--- src/rtl/psum_drain_accum.sv ---
// psum_drain_accum: drains OFIFO psum vectors, optionally combines them with
// psum memory contents per lane, and writes results back sequentially.
module psum_drain_accum #(
  parameter int col     = 8,
  parameter int psum_bw = 32,
  parameter int addr_bw = 11,
  parameter int mem_lat = 1
) (
  input  logic                     clk,
  input  logic                     reset,
  input  logic                     start,
  input  logic [addr_bw-1:0]       base_addr,
  input  logic [addr_bw-1:0]       num_vec,
  input  logic [1:0]               mode,
  input  logic                     ofifo_valid,
  output logic                     ofifo_rd,
  input  logic [psum_bw*col-1:0]   ofifo_out,
  output logic                     mem_rd,
  output logic [addr_bw-1:0]       mem_rd_addr,
  input  logic [psum_bw*col-1:0]   mem_rd_data,
  output logic                     mem_wr,
  output logic [addr_bw-1:0]       mem_wr_addr,
  output logic [psum_bw*col-1:0]   mem_wr_data,
  output logic                     busy,
  output logic                     done,
  output logic [col-1:0]           sat_flag
);

  localparam int w = psum_bw * col;

  typedef enum logic [1:0] {
    IDLE,
    RUN,
    FLUSH,
    DONE
  } state_t;

  state_t state, state_nx;

  logic [addr_bw-1:0] base_q;
  logic [addr_bw-1:0] num_q;
  logic [addr_bw-1:0] issued;
  logic [addr_bw-1:0] rd_addr_q;
  logic [addr_bw-1:0] issue_addr;
  logic [1:0]         mode_q;
  logic [addr_bw:0]   inflight;
  logic               acc;
  logic               issue;
  logic               accept;

  assign acc        = (mode_q == 2'b01) || (mode_q == 2'b10);
  assign accept     = (state == IDLE) && start;
  assign issue_addr = base_q + issued;

  always_comb begin
    state_nx = state;
    issue    = 1'b0;
    busy     = 1'b0;
    done     = 1'b0;
    unique case (state)
      IDLE: begin
        if (start)
          state_nx = (num_vec == '0) ? DONE : RUN;
      end
      RUN: begin
        busy = 1'b1;
        if (ofifo_valid) begin
          issue = 1'b1;
          if (issued + addr_bw'(1) == num_q)
            state_nx = FLUSH;
        end
      end
      FLUSH: begin
        busy = 1'b1;
        // leave as soon as the final write is on the bus
        if (inflight == (addr_bw+1)'(mem_wr))
          state_nx = DONE;
      end
      DONE: begin
        done     = 1'b1;
        state_nx = IDLE;
      end
      default: state_nx = IDLE;
    endcase
  end

  assign ofifo_rd    = issue;
  assign mem_rd      = issue & acc;
  assign mem_rd_addr = mem_rd ? issue_addr : rd_addr_q;

  always_ff @(posedge clk or posedge reset) begin
    if (reset) begin
      state     <= IDLE;
      base_q    <= '0;
      num_q     <= '0;
      issued    <= '0;
      mode_q    <= '0;
      rd_addr_q <= '0;
      inflight  <= '0;
    end else begin
      state    <= state_nx;
      inflight <= inflight + (addr_bw+1)'(issue)
                  - (addr_bw+1)'(mem_wr);
      if (accept) begin
        base_q <= base_addr;
        num_q  <= num_vec;
        mode_q <= mode;
        issued <= '0;
      end else if (issue) begin
        issued <= issued + addr_bw'(1);
      end
      if (mem_rd)
        rd_addr_q <= issue_addr;
    end
  end

  logic [mem_lat-1:0] sv;
  logic [addr_bw-1:0] sa [mem_lat];

  always_ff @(posedge clk or posedge reset) begin
    if (reset) begin
      sv <= '0;
      for (int k = 0; k < mem_lat; k++)
        sa[k] <= '0;
    end else begin
      sv[0] <= issue;
      sa[0] <= issue_addr;
      for (int k = 1; k < mem_lat; k++) begin
        sv[k] <= sv[k-1];
        sa[k] <= sa[k-1];
      end
    end
  end

  logic [w-1:0] fifo_al;

  // OFIFO data arrives one cycle after issue; stretch it to meet read data
  if (mem_lat > 1) begin : g_dly
    logic [w-1:0] fd [mem_lat-1];
    always_ff @(posedge clk or posedge reset) begin
      if (reset) begin
        for (int k = 0; k < mem_lat-1; k++)
          fd[k] <= '0;
      end else begin
        fd[0] <= ofifo_out;
        for (int k = 1; k < mem_lat-1; k++)
          fd[k] <= fd[k-1];
      end
    end
    assign fifo_al = fd[mem_lat-2];
  end else begin : g_nodly
    assign fifo_al = ofifo_out;
  end

  logic [w-1:0]   comb_data;
  logic [col-1:0] comb_sat;

  for (genvar l = 0; l < col; l++) begin : g_lane
    logic [psum_bw-1:0] f, m, a, r;
    logic [psum_bw:0]   s;
    logic               ovf;

    assign f   = fifo_al[l*psum_bw +: psum_bw];
    assign m   = mem_rd_data[l*psum_bw +: psum_bw];
    assign s   = {f[psum_bw-1], f} + {m[psum_bw-1], m};
    assign ovf = s[psum_bw] ^ s[psum_bw-1];
    assign a   = ovf ? {s[psum_bw], {(psum_bw-1){~s[psum_bw]}}}
                     : s[psum_bw-1:0];

    always_comb begin
      r = f;
      unique case (mode_q)
        2'b01:   r = a;
        2'b10:   r = a[psum_bw-1] ? '0 : a;
        2'b11:   r = f[psum_bw-1] ? '0 : f;
        default: r = f;
      endcase
    end

    assign comb_data[l*psum_bw +: psum_bw] = r;
    assign comb_sat[l] = ovf & acc;
  end

  always_ff @(posedge clk or posedge reset) begin
    if (reset) begin
      mem_wr      <= 1'b0;
      mem_wr_addr <= '0;
      mem_wr_data <= '0;
      sat_flag    <= '0;
    end else begin
      mem_wr <= sv[mem_lat-1];
      if (sv[mem_lat-1]) begin
        mem_wr_addr <= sa[mem_lat-1];
        mem_wr_data <= comb_data;
        sat_flag    <= sat_flag | comb_sat;
      end
      if (accept)
        sat_flag <= '0;
    end
  end

endmodule

--- config.mk ---
export PLATFORM = sky130hd
export DESIGN_NAME = psum_drain_accum
export DESIGN_NICKNAME = d
export VERILOG_FILES = /design/src/rtl/psum_drain_accum.sv
export SDC_FILE = /design/constraint.sdc
export NUM_CORES = 2
export LEC_CHECK = 0
export ABC_CLOCK_PERIOD_IN_PS = 15600
export BUFFER_PORTS_ARGS = -buffer_cell sky130_fd_sc_hd__buf_2
export CORE_AREA = 2 2 324 326
export CTS_BUF_LIST = sky130_fd_sc_hd__clkbuf_8
export CTS_CLUSTER_SIZE = 20
export DETAILED_ROUTE_END_ITERATION = 8
export DIE_AREA = 0 0 326 328
export GPL_TIMING_DRIVEN = 0
export HOLD_SLACK_MARGIN = 0.02
export SLEW_MARGIN = 20
export SYNTH_ARGS = -nofsm -noshare
export SYNTH_HDL_FRONTEND = slang
export SYNTH_SLANG_ARGS = --single-unit
--- constraint.sdc ---
create_clock -name clk -period 15.6 [get_ports clk]
set_input_delay 3.9 -clock clk [delete_from_list [all_inputs] [get_ports clk]]
set_output_delay 3.9 -clock clk [all_outputs]
set_load 0.01 [all_outputs]
==> results.md <==
- Place WS: 6.09 ns
- Clk_skew: 0.0410 ns
- LEAKAGE: 18.0 nW
- Routed len/inst: between 20 and 25 µm
- Sequential fraction of design power: 29.5%
- Number of post-CTS setup repair buffers: 0
- Yosys reg bits: 348
- Worst-path clk slew: approximately 0.06 ns
- Total GRT Usage: 24.6%
- Initial drt markers: 2264
- Fraction of power consumed by combinational cells: 49.0%
- CP Data Required Time: 11.70 ns
- HPWL after detailed placement: 111 mm
- Slew @ Worst Pin: 1.56 ns
- CTS Root Cell: clkbuf_8
- Area of the mapped netlist: 0.0288 mm²
- Initial Utilization: 27.9%
- Commonest register cell after synthesis: dfrtp_1
- Area occupied by multi-input gates: 0.0192 mm²
- Synth Instances: 3351
- # resized after CTS: 0
- Post-route DRC: 0
- GRT Residual Overflow: 0
- Total Wirelength: 137 mm
- Crit share post-route: 60.7%
- Crit Path Category: in2out
- Clk pwr share: 21.4%
- Die area: 0.107 mm²
- Share of cells above drive strength 1: 24.6%
- Sequential element share of the synthesized area: between 30% and 40%
- GP Congestion: ~1.0
- Cell variety after synth: 92
- Maximum vdd ir drop: 76.8 µV
- Final nets: 5106
- NetSw: approximately 2.3 mW
- Setup ws final: 6.13 ns
- Chip Width: 326 µm
- Site row count: 118
- Detail Route Antenna Nets: 0
- Average size of a mapped cell: 8.60 µm²
- Syn nets: 4194
- Core Region: 0.103 mm²
- Violations in the final reports: max-capacitance violations, max-slew violations
- Int Pwr: 2.95 mW
- Maximum clock path buffer count: 3
- Max cap viols: 1
- Pin count of the biggest net entering global routing: 99
- Status: complete, but fails checks
- Via count of the first global-routing pass: 29700
- Slew margin rel.: -4.69%
- Final Hold Fails: 0
- Hold_buf cts: 0
- Asr flop ratio synth: 100%
- Fillers: approximately 11000
- Via density: 5.32
- Sw frac: 43.8%
- Hold/Removal Path Class: reg2reg
- Max Fclk: 0.106 GHz
- Max-slew violation count: 3
- RSZ-0062 raised after global routing: false
- CP Max Fanout: 12
- Crit path launch type: primary input
- Final Critical Period: 9.47 ns
- Synth-to-Final Area Change: 26.9%
- H-tree depth: 3
- Critical Path AT: ~5.6 ns
- Number of port buffers: between 800 and 900
- CTS tree: done
- Initial antenna violation count: 59
- Sequential cell area: 0.00871 mm²
- # placed instances: 5565
- Yosys warning count: 0
- Power per standard cell area: ~140 mW/mm²
- Cts bufs inserted: 76
- Clock latency at the later pin of the worst-skew pair: roughly 0.75 ns
- EDFF count, synth: 0
- Initial DRT Pass Iterations: 5
- Die span in y: 328 µm
- Final std cells w/o fill: 5745
- Finish-stage setup viols: 0
- Worst setup EP type: primary output
- DP Area: 0.0348 mm²
- Fin area: 0.0366 mm²
- Sink Count: ~350
- First-pass GRT wire length: between 150 and 200 mm
- I/O pin count: 831
- Via count: between 30000 and 40000
- Post-layout util: 35.4%
- Setup TNS: 0 ns
layout make-up:
type                    instances  area share (%)
multi-input cells            2769            52.5
clock inverters                42           0.931
clock buffers                  94            3.54
flip-flops and latches        348            23.8
diodes                         44           0.301
inverters                      89           0.934
well taps                    1380            4.72
repair buffers                834            11.6
plain buffers                 145            1.67
cell usage in the layout (no fill, tap or decap), types with 12 or more instances in the layout:
master    Yosys  layout
clkinv_2      0      12
nor2b_1      31      31
a22oi_1     210     210
xnor2_1     144     143
mux2_2       18      18
a221o_1      69      69
ha_1        293     293
clkbuf_2      4      12
and2_0       21      21
o211ai_1     23      23
buf_2        28     858
nor3_1       27      26
a31oi_1      36      36
dfrtp_1     348     348
nand4_1      35      35
and3_1       24      24
clkbuf_1    109     101
xor2_1      116     116
o21a_1       39      39
inv_1        86     104
nand3_1      57      57
clkbuf_8      0      94
a21oi_1     290     290
o21ai_1      50      50
and2_1       48      48
diode_2       0      44
nand2b_1     30      30
nand2_1     327     327
o21bai_1     38      38
nor2_1      238     238
a211oi_1     31      31
o21ai_0     254     254
a21o_1      111     111
or3_1        17      17
cell usage after synthesis, types with 31 or more instances:
cell type / n / share of area (%)
xnor2_1: 144 / 4.4
nand3_1: 57 / 0.99
ha_1: 293 / 13
and2_1: 48 / 1.0
nor2b_1: 31 / 0.67
o21bai_1: 38 / 0.99
a31oi_1: 36 / 0.78
inv_1: 86 / 1.1
dfrtp_1: 348 / 30
o21ai_0: 254 / 4.4
clkbuf_1: 109 / 1.4
a21oi_1: 290 / 5.0
a22oi_1: 210 / 5.5
nand2_1: 327 / 4.3
a211oi_1: 31 / 0.81
a21o_1: 111 / 2.9
xor2_1: 116 / 3.5
o21ai_1: 50 / 0.87
nand4_1: 35 / 0.76
a221o_1: 69 / 2.4
nor2_1: 238 / 3.1
o21a_1: 39 / 1.0
logic make-up after synthesis:
family          after synthesis  share of synthesized area [%]
simple gates                893                           14.3
fa+ha+maj                   303                           13.4
buf+inv                     234                           3.24
xor+xnor                    263                           8.07
mux                          24                          0.911
compound gates             1286                           29.9
flops                       348                           30.2
metrics by stage:
step | power, mW | hold WS (ns)
global placement | 4.10 | 0.365
finish | 5.24 | 0.388
CTS | 5.29 | 0.386
global route | 5.60 | 0.401
floorplan | 3.04 | 0.352
detailed placement | 4.13 | 0.368
registers in the layout, summed over array words and instances (netlist names):
name and flops:
num_q 11, sat_flag 8, mem_wr_data 256, issued 11, mem_wr 1, sv 1
base_q 11, rd_addr_q 11, mem_wr_addr 11, mode_q 2, inflight 12, state 2
sa 11
power by group through the flow:
stage | Sequential, mW | Clock (mW) | Combinational [mW]
after floorplan | 1.65 | 0 | 1.39
after global placement | 1.55 | 0 | 2.55
after detailed placement | 1.55 | 0 | 2.58
after CTS | 1.54 | 1.16 | 2.59
after global routing | 1.59 | 1.20 | 2.82
final | 1.55 | 1.12 | 2.57
routing by layer:
layer	vias to the layer above	share of wire [%]	track usage [%]
met1	14700	43	30.9
met5	-	0.15	0
met4	32	3.9	10.9
li1	14400	-	-
met2	1156	45	39.0
met3	262	7.7	7.07
worst paths after layout:
check / from / slack (ns) / endpoint / cells after the start
max in group asynchronous: reset / 10.81 / mem_wr_data[31] / 4
min reg2reg: sv / 0.39 / mem_wr / 0
min: sv / 0.39 / mem_wr / 0
max: ofifo_valid / 6.13 / mem_rd_addr[9] / 7
max reg2reg: sv / 11.54 / mem_wr_data[37] / 12
min in group asynchronous: reset / 3.27 / mem_wr_data[214] / 2
worst max-delay path, stage by stage:
cell and delay, ns:
buf_2 0.10, nand2_1 0.16, inv_2 0.28, nand2_1 0.31
inv_2 0.27, mux2_2 0.38, buf_2 0.16
Note: power is estimated with default switching activity, not from simulation.
